--- src/rtl/crossbar_pkg.sv ---
// Shared definitions for the 4x4 crossbar: port sizing, packet width,
// scheduler state encoding and sw_sel field slicing.
package crossbar_pkg;
  localparam int unsigned N_PORTS = 4;
  localparam int unsigned IDX_W   = 2;
  localparam int unsigned PKT_W   = 15;
  localparam int unsigned SEL_W   = N_PORTS * IDX_W;

  typedef enum logic [2:0] {
    ST_IDLE,
    ST_ARB,
    ST_ISSUE,
    ST_WAIT,
    ST_DONE
  } state_t;

  // Low bit of the index field for port p inside a packed sw_sel/req_dst vector.
  function automatic int unsigned sel_lo(input int unsigned p);
    return p * IDX_W;
  endfunction
endpackage

--- src/rtl/rr_arbiter4.sv ---
// Combinational 4-way round-robin pick: first set candidate at or above ptr,
// wrapping 3->0.
module rr_arbiter4
  import crossbar_pkg::*;
(
  input  logic [N_PORTS-1:0] cand,
  input  logic [IDX_W-1:0]   ptr,
  output logic [IDX_W-1:0]   win,
  output logic               found
);

  logic [IDX_W-1:0] idx;

  always_comb begin
    win   = '0;
    found = 1'b0;
    idx   = '0;
    for (int unsigned k = 0; k < N_PORTS; k++) begin
      idx = ptr + IDX_W'(k);
      if (!found && cand[idx]) begin
        win   = idx;
        found = 1'b1;
      end
    end
  end

endmodule

--- src/rtl/xbar_sched.sv ---
// Round-robin scheduler for the 4x4 crossbar: arbitrates per output, starts
// the crossbar, waits for sw_ready (with timeout) and acks the winners.
module xbar_sched
  import crossbar_pkg::*;
#(
  parameter int unsigned WAIT_MAX = 16
) (
  input  logic               clk,
  input  logic               rst,
  input  logic [N_PORTS-1:0] req_valid,
  input  logic [SEL_W-1:0]   req_dst,
  output logic [N_PORTS-1:0] req_ack,
  output logic               sw_start,
  output logic [SEL_W-1:0]   sw_sel,
  output logic [N_PORTS-1:0] sw_sel_vld,
  input  logic               sw_ready,
  output logic               busy,
  output logic               timeout_err
);

  localparam int unsigned CNT_W = $clog2(WAIT_MAX + 1);

  state_t             state_q, state_d;
  logic [CNT_W-1:0]   wait_cnt;
  logic [IDX_W-1:0]   rr_ptr [N_PORTS];
  logic [N_PORTS-1:0] cand   [N_PORTS];
  logic [IDX_W-1:0]   win    [N_PORTS];
  logic [N_PORTS-1:0] found;
  logic [SEL_W-1:0]   sel_d;
  logic [N_PORTS-1:0] won;
  logic               wait_expired;

  // cand[j] collects the inputs whose destination is output j.
  always_comb begin
    for (int unsigned j = 0; j < N_PORTS; j++) begin
      cand[j] = '0;
      for (int unsigned i = 0; i < N_PORTS; i++) begin
        cand[j][i] = req_valid[i] && (req_dst[sel_lo(i) +: IDX_W] == IDX_W'(j));
      end
    end
  end

  for (genvar g = 0; g < N_PORTS; g++) begin : g_arb
    rr_arbiter4 u_arb (
      .cand  (cand[g]),
      .ptr   (rr_ptr[g]),
      .win   (win[g]),
      .found (found[g])
    );
  end

  always_comb begin
    sel_d = '0;
    won   = '0;
    for (int unsigned j = 0; j < N_PORTS; j++) begin
      sel_d[sel_lo(j) +: IDX_W] = found[j] ? win[j] : '0;
      if (sw_sel_vld[j]) won[sw_sel[sel_lo(j) +: IDX_W]] = 1'b1;
    end
  end

  assign wait_expired = (state_q == ST_WAIT) && !sw_ready &&
                        (wait_cnt == CNT_W'(WAIT_MAX - 1));

  always_ff @(posedge clk or posedge rst) begin
    if (rst) state_q <= ST_IDLE;
    else     state_q <= state_d;
  end

  always_comb begin
    state_d = state_q;
    case (state_q)
      ST_IDLE:  if (|req_valid) state_d = ST_ARB;
      ST_ARB:   state_d = ST_ISSUE;
      ST_ISSUE: state_d = ST_WAIT;
      ST_WAIT: begin
        if (sw_ready)          state_d = ST_DONE;
        else if (wait_expired) state_d = ST_IDLE;
      end
      ST_DONE:  state_d = ST_IDLE;
      default:  state_d = ST_IDLE;
    endcase
  end

  // Outputs are registered from the transition being taken, so each one is
  // valid in the same cycle as the state it belongs to.
  always_ff @(posedge clk or posedge rst) begin
    if (rst) begin
      req_ack     <= '0;
      sw_start    <= 1'b0;
      sw_sel      <= '0;
      sw_sel_vld  <= '0;
      busy        <= 1'b0;
      timeout_err <= 1'b0;
      wait_cnt    <= '0;
      for (int unsigned j = 0; j < N_PORTS; j++) rr_ptr[j] <= '0;
    end else begin
      sw_start <= (state_q == ST_ARB);
      req_ack  <= (state_q == ST_WAIT && sw_ready) ? won : '0;
      busy     <= (state_d != ST_IDLE);

      if (state_q == ST_ARB) begin
        sw_sel     <= sel_d;
        sw_sel_vld <= found;
      end else if (state_q == ST_DONE || wait_expired) begin
        sw_sel_vld <= '0;
      end

      if (state_q == ST_ISSUE)                 wait_cnt <= '0;
      else if (state_q == ST_WAIT && !sw_ready) wait_cnt <= wait_cnt + 1'b1;

      if (wait_expired) timeout_err <= 1'b1;

      if (state_q == ST_DONE) begin
        for (int unsigned j = 0; j < N_PORTS; j++) begin
          if (sw_sel_vld[j]) rr_ptr[j] <= sw_sel[sel_lo(j) +: IDX_W] + IDX_W'(1);
        end
      end
    end
  end

endmodule

--- config.mk ---
export PLATFORM = sky130hd
export DESIGN_NAME = xbar_sched
export DESIGN_NICKNAME = d
export VERILOG_FILES = /design/src/rtl/crossbar_pkg.sv /design/src/rtl/rr_arbiter4.sv /design/src/rtl/xbar_sched.sv
export SDC_FILE = /design/constraint.sdc
export NUM_CORES = 1
export LEC_CHECK = 0
export CAP_MARGIN = 30
export CORE_ASPECT_RATIO = 0.75
export CORE_UTILIZATION = 53
export CTS_BUF_LIST = sky130_fd_sc_hd__clkbuf_4
export CTS_CLUSTER_DIAMETER = 30
export DETAILED_ROUTE_END_ITERATION = 8
export MAX_ROUTING_LAYER = met4
export PLACE_DENSITY_LB_ADDON = 0.05
export SLEW_MARGIN = 20
export SYNTH_ARGS = -nofsm -noshare
export SYNTH_HDL_FRONTEND = slang
export SYNTH_SLANG_ARGS = --single-unit
export TNS_END_PERCENT = 50
--- constraint.sdc ---
create_clock -name clk -period 4.9 [get_ports clk]
set_clock_uncertainty 0.05 [all_clocks]
set_input_delay 0.49 -clock clk [delete_from_list [all_inputs] [get_ports clk]]
set_output_delay 0.49 -clock clk [all_outputs]
set_load 0.005 [all_outputs]
==> results by group, run 1 <==
Run status
  – Outcome: finished, final reports clean

Detailed routing
  – Final WL: 4.753 mm
  – Drt via density: 5.925
  – Remaining antenna violation count after routing: 0
  – Via count: 1,819
  – DRC viols: 0
  – DR pass1 iterations: 4
  – DR iter-0 viols: 137
  – WL/cell: 15.48 um

Power
  – PwrDens: 459.9 nW/um^2
  – Peak VDD IR: 0.0002278 V
  – P_leak: 0.001116 uW
  – Tot Pwr: 1183 uW

STA
  – Max-slew violation count: 0
  – RSZ-0062 raised after global routing: false
  – Tmin final: 1905 ps
  – Hold Slack: 420.1 ps
  – Crit share post-route: 0.3887
  – Fmax: 525.0 MHz
  – Slew Limit Headroom: 0.6873
  – Setup TNS: 0 ps
  – Final setup fails: 0
  – Slew @ Worst Pin: 468.1 ps
  – Hold Vio Cnt, Final: 0

Clock tree
  – H-tree levels: 2
  – Clock transition at the registers of the reported paths: 100 ps
  – Root buf cell: clkbuf_4
  – Setup bufs post-CTS: 0
  – Clock sink count: 35
  – CTS tree: yes
  – Clk_lat worst skew: 350 ps
  – Clk buf depth: 2
  – Post-CTS Resized: 0
  – CTS hold repair buffers: 0
  – CTS Buf Count: 5

Global routing
  – First-pass GRT wire length: 7.817 mm
  – GRT overflow: 0
  – Vias in the first global route: 1,557
  – Largest net degree at the start of global routing: 36
  – Initial antenna violation count: 0
  – Tot GR Track Use: 0.2505

Cells and area
  – Layout cells sized above 1: 0.08627
  – Number of antenna diodes: 0
  – Util after Layout: 0.6802
  – Final non-filler cell total: 307
  – Layout area overhead: 19.55%
  – Fin nets: 288

Setup path
  – Slowest CP cell: dfrtp_1
  – FF-to-FF End: sw_sel_vld[0]
  – Worst-path fanout max: 4
  – Worst R2R Path Depth: 7
  – WP data arrival: 2130 ps
  – CP Capture Type: flip-flop
  – R2r setup slk: 3000 ps
  – Worst EP required: 5120 ps
  – Crit path cell chain: ha_1, and3_1, ha_1, inv_1, o21ai_0, a31oi_1, o2bb2ai_1
  – Crit path launch type: flip-flop
  – Reg2Reg Launch Point: wait_cnt[0]
  – Max incr delay on CP: 420 ps
  – Top cell by count, worst path: ha_1
  – Worst setup path category: reg -> reg

Min path
  – Min-delay src: timeout_err
  – Hold crit path type: reg -> reg
  – Worst Hold Path EP: timeout_err
  – Hold Path Depth: 1

Synth
  – Post-Syn Nets: 251
  – Most common flop cell mapped by yosys: dfrtp_1
  – Syn Area/Cell: 9.866 um^2
  – Synth top area share: 0.4072
  – Post-synthesis sequential area ratio: 0.4072
  – Synthesized cell area: 2151 um^2
  – Yosys cell types: 48
  – Gate Count Post-Synth: 218
  – Synth area leader: dfrtp_1
  – Asr flop ratio synth: 1.000
  – Top area cells in the synthesized netlist: dfrtp_1 41%, ha_1 10%, o21ai_0 4.4%
  – #FFs+latches synth: 35
  – Post-synth EDFFs: 0
  – Ys Warns: 0

Floorplan
  – DIE HEIGHT: 57.17 um
  – # IOs: 34
  – Core Rows: 19
  – Initial core utilization: 0.5690
  – Core area: 3780 um^2
  – Die area: 4320 um^2
  – Die W: 75.56 um

Place
  – Port Buffers: 33
  – Inst Count DP: 300
  – Placer Congestion: 0.8362
  – Post-DP HPWL: 3.567 mm

Flow run
  – Max-cap violations: 0
## worst max-delay path by stage
stage | endpoint | depth (start not counted) | slack, ps | startpoint
after floorplan | sw_sel_vld[0] | 7 | 3290 | wait_cnt[0]
after global placement | sw_sel[0] | 5 | 2860 | req_valid[2]
after detailed placement | sw_sel[0] | 5 | 2870 | req_valid[2]
after CTS | sw_sel_vld[1] | 1 | 2980 | sw_sel_vld[1]
after global routing | sw_sel_vld[2] | 7 | 2860 | wait_cnt[0]
final | sw_sel_vld[0] | 7 | 3000 | wait_cnt[0]
## power by group
group          switching, uW  leakage (uW)  internal, uW
clock network           98.7     0.0000285          50.8
logic                    235      0.000630           261
registers                145      0.000458           391
## layer usage
| metal | vias to the layer above | GRT usage | share of wire |
|---|---|---|---|
| met5 | - | - | 0 |
| met4 | 0 | 0.05556 | 0.012 |
| met3 | 7 | 0.04770 | 0.063 |
| met2 | 51 | 0.3316 | 0.42 |
| met1 | 879 | 0.3931 | 0.50 |
| li1 | 882 | - | - |
## metrics by stage
step / area (um^2) / worst slack (ps)
final: 2571 / 2995
after floorplan: 2151 / 3294
after CTS: 2571 / 2980
after global routing: 2571 / 2862
after detailed placement: 2525 / 2871
after global placement: 2525 / 2861
## final cells by class
cell class | instances | area [um^2]
clock buffer | 5 | 37.54
multi-input combinational | 161 | 1179
timing repair buffer | 34 | 337.8
fill | 324 | 1209
tap | 52 | 65.06
clock inverter | 2 | 8.758
inverter | 18 | 67.56
sequential | 35 | 875.8
## registers in the layout (all words and copies together), names as in the netlist
signal       count
sw_start         1
sw_sel_vld       4
timeout_err      1
sw_sel           8
wait_cnt         5
req_ack          4
state_q          3
rr_ptr           8
busy             1
## layout by cell type (no fill, tap or decap), types with 8 or more instances in the layout
cell type | Yosys | routed
nand2_1 | 13 | 13
o21ai_0 | 19 | 19
dfrtp_1 | 35 | 35
inv_1 | 17 | 17
clkdlybuf4s50_1 | 0 | 33
a21oi_1 | 10 | 10
ha_1 | 18 | 18
nor2_1 | 9 | 9
a22oi_1 | 8 | 8
o22ai_1 | 10 | 10
## kinds of logic (layout without fill, tap and decap cells)
logic type | after synthesis | in the layout | synth area share
multiplexers | 8 | 8 | 0.04072
flip-flops | 35 | 35 | 0.4072
AND/OR/NAND/NOR | 61 | 61 | 0.1763
AO/OA/AOI/OAI | 74 | 74 | 0.2263
buffers and inverters | 22 | 59 | 0.04479
adder cells (fa/ha/maj) | 18 | 18 | 0.1047
## cells in the mapped netlist, types with 4 or more instances
| library cell | n |
|---|---|
| a21o_1 | 4 |
| a21oi_1 | 10 |
| a22oi_1 | 8 |
| dfrtp_1 | 35 |
| ha_1 | 18 |
| inv_1 | 17 |
| mux2_2 | 6 |
| nand2_1 | 13 |
| nand3_1 | 6 |
| nand3b_1 | 4 |
| nor2_1 | 9 |
| o21ai_0 | 19 |
| o22ai_1 | 10 |
## worst max-delay path, delay by kind of cell, from the launching register on
kind | cells | cell delay (ps)
AO/OA/AOI/OAI | 3 | 620
adder cells (fa/ha/maj) | 2 | 490
buffers and inverters | 1 | 70
flip-flops | 1 | 420
AND/OR/NAND/NOR | 1 | 190
Power figures use the tool's default switching activity.
==> run 2, diff against run 1 <==
- CORE_UTILIZATION: 53 -> 50
- clock period: 4.9 -> 1.75 ns (I/O delays scaled with it)
==> results by group, run 2 (synthesis gave the netlist of run 1 again) <==
Run status
  – Outcome: finished, final reports clean

Power
  – Switching share of total power: 0.3888 (-0.01666)
  – Clock power share: 0.165 (+0.039)
  – Switching pwr: 1395 uW (+190%)
  – PwrDens: 1341 nW/um^2 (+190%)
  – Part of the power in registers: 0.415 (-0.038)
  – Comb power frac: 0.419 (about the same)
  – P_leak: 0.001157 uW (+3.7%)
  – Peak VDD IR: 0.0007290 V (+220%)
  – Power Internal: 2193 uW (+210%)

Place
  – Port Buffers: 33 (unchanged)
  – Inst Count DP: 306 (+2.0%)
  – Placer Congestion: 0.8231 (-1.6%)
  – Worst slack, placed: -29.52 ps (-2900 ps)
  – Post-DP HPWL: 3.619 mm (+1.5%)
  – Dpl cell area: 2551 um^2 (+1.0%)

Clock tree
  – Clk buf depth: 2 (unchanged)
  – Clock sink count: 35 (unchanged)
  – Root buf cell: clkbuf_4
  – CTS hold repair buffers: 0 (unchanged)
  – Clock transition at the registers of the reported paths: 120 ps (+20 ps)
  – CTS Buf Count: 5 (unchanged)
  – Clk_lat worst skew: 350 ps (about the same)
  – CTS tree: yes
  – H-tree levels: 2 (unchanged)

STA
  – Fmax: 598.9 MHz (+14%)
  – Crit share post-route: 0.9542 (+0.5654)
  – Tmin final: 1670 ps (-234.9 ps)
  – Setup WS post-layout: 80.23 ps (-2915 ps)
  – Slew Limit Headroom: 0.7074 (+0.02019)
  – Slew @ Worst Pin: 438.8 ps (-29.27 ps)
  – Hold Vio Cnt, Final: 0 (unchanged)
  – Max-slew violation count: 0 (unchanged)
  – Final setup fails: 0 (unchanged)

Detailed routing
  – Met3 WL: 200 um (-34%)
  – Remaining antenna violation count after routing: 0 (unchanged)
  – Final WL: 4.848 mm (+2.0%)
  – DR top layer: met4
  – Drt via density: 5.718 (-3.5%)
  – Metal2 WL: 2.133 mm (+6.5%)
  – Via count: 1,807 (-0.66%)
  – Met1 Wirelength: 2.454 mm (+2.6%)
  – DR iter-0 viols: 115 (-16%)
  – DR pass1 iterations: 4 (unchanged)
  – WL/cell: 15.34 um (-0.91%)
  – DRC viols: 0 (unchanged)

Cells and area
  – Layout area overhead: 24.43%
  – Final non-filler cell total: 316 (+2.9%)
  – Fin nets: 293 (+1.7%)
  – Most common cell after layout, fill and taps aside: dfrtp_1
  – Cell area after layout: 2676 um^2 (+4.1%)
  – Layout cells sized above 1: 0.1303 (+0.04399)
  – Number of antenna diodes: 0 (unchanged)
  – Top flop regs: rr_ptr x8, sw_sel x8, wait_cnt x5
  – Util after Layout: 0.6561 (-0.02410)
  – Most frequent cells in the layout: 35 x dfrtp_1, 33 x clkdlybuf4s50_1, 17 x inv_1, 17 x o21ai_0, 16 x ha_1

Setup path
  – WP data arrival: 1910 ps (-220 ps)
  – Worst setup path category: reg -> reg
  – Worst-path fanout max: 3 (-1)
  – CP Capture Type: flip-flop
  – Crit path launch type: flip-flop
  – Worst EP required: 1990 ps (-3130 ps)

Global routing
  – Largest net degree at the start of global routing: 36 (unchanged)
  – Initial antenna violation count: 0 (unchanged)
  – Vias in the first global route: 1,645 (+5.7%)
  – GRT overflow: 0 (unchanged)
  – Tot GR Track Use: 0.2349 (-0.01562)
  – First-pass GRT wire length: 7.859 mm (+0.54%)

Floorplan
  – Core area: 4079 um^2 (+7.9%)
  – Die area: 4571 um^2 (+5.8%)
  – Initial core utilization: 0.5273 (-0.04172)
  – # IOs: 34 (unchanged)
  – Die W: 77.74 um (+2.9%)
  – DIE HEIGHT: 58.80 um (+2.9%)
  – Core Rows: 20 (+1)

Min path
  – Hold crit path type: in -> async

Flow run
  – Max-cap violations: 0 (unchanged)
==> run 2: cell types whose count changed in the layout (fill, tap and decap cells not counted), sizes merged <==
cell / before / now
buf: 1 / 6
bufinv: 0 / 1
==> run 2: critical path: stages (launching register included) <==
cell and delay (ps):
dfrtp_1 420, ha_2 200, and3_4 170, ha_2 170
buf_4 130, o211ai_1 170, o211a_1 190, nor2_1 50
o21ai_1 60
==> run 2: final timing paths <==
| path | slack [ps] | start | endpoint | depth (start not counted) |
|---|---|---|---|---|
| setup / recovery | 80 | wait_cnt[1] | busy | 8 |
| min in group clk | 440 | timeout_err | timeout_err | 1 |
| setup reg to reg | 80 | wait_cnt[1] | busy | 8 |
| hold / removal | 160 | rst | req_ack[2] | 3 |
| hold reg to reg | 440 | timeout_err | timeout_err | 1 |
| max in group asynchronous | 1160 | rst | sw_sel[4] | 3 |
==> run 2: power groups by stage <==
stage	Clock, uW	Sequential [uW]	Combinational (uW)
6_report	593	1490	1500
5_1_grt	639	1550	1670
4_1_cts	602	1480	1430
3_5_place_dp	0	1500	1420
3_3_place_gp	0	1490	1400
2_1_floorplan	0	1390	912
==> run 2: what timing repair did <==
item,4_1_cts,5_1_grt
gates cloned,0,0
endpoints found under the hold margin,0,0
endpoints found under the setup margin,4,5
setup buffers,0,2
pin swaps,1,6
gates resized for setup,1,7
==> run 2: through the flow <==
step | hold slack (ps) | total power (uW) | TNS, ps
floorplan | 279.3 | 2301 | 0
global placement | 408.5 | 2895 | 0
detailed placement | 417.1 | 2918 | -78.76
CTS | 175.0 | 3520 | 0
global route | 190.6 | 3862 | -1.158
finish | 158.2 | 3588 | 0
==> run 2: layout make-up <==
cell class / count / area (um^2)
Clock buffer: 5 / 37.54
Clock inverter: 3 / 43.79
Fill cell: 358 / 1403
Inverter: 18 / 67.56
Multi-Input combinational cell: 161 / 1207
Sequential cell: 35 / 875.8
Tap cell: 55 / 68.82
Timing Repair Buffer: 39 / 375.4
==> run 2: routing by layer <==
metal,GRT usage,vias to the layer above
met2,0.3426,48
met4,0.08895,0
met3,0.05116,9
met5,-,-
li1,-,890
met1,0.3209,860
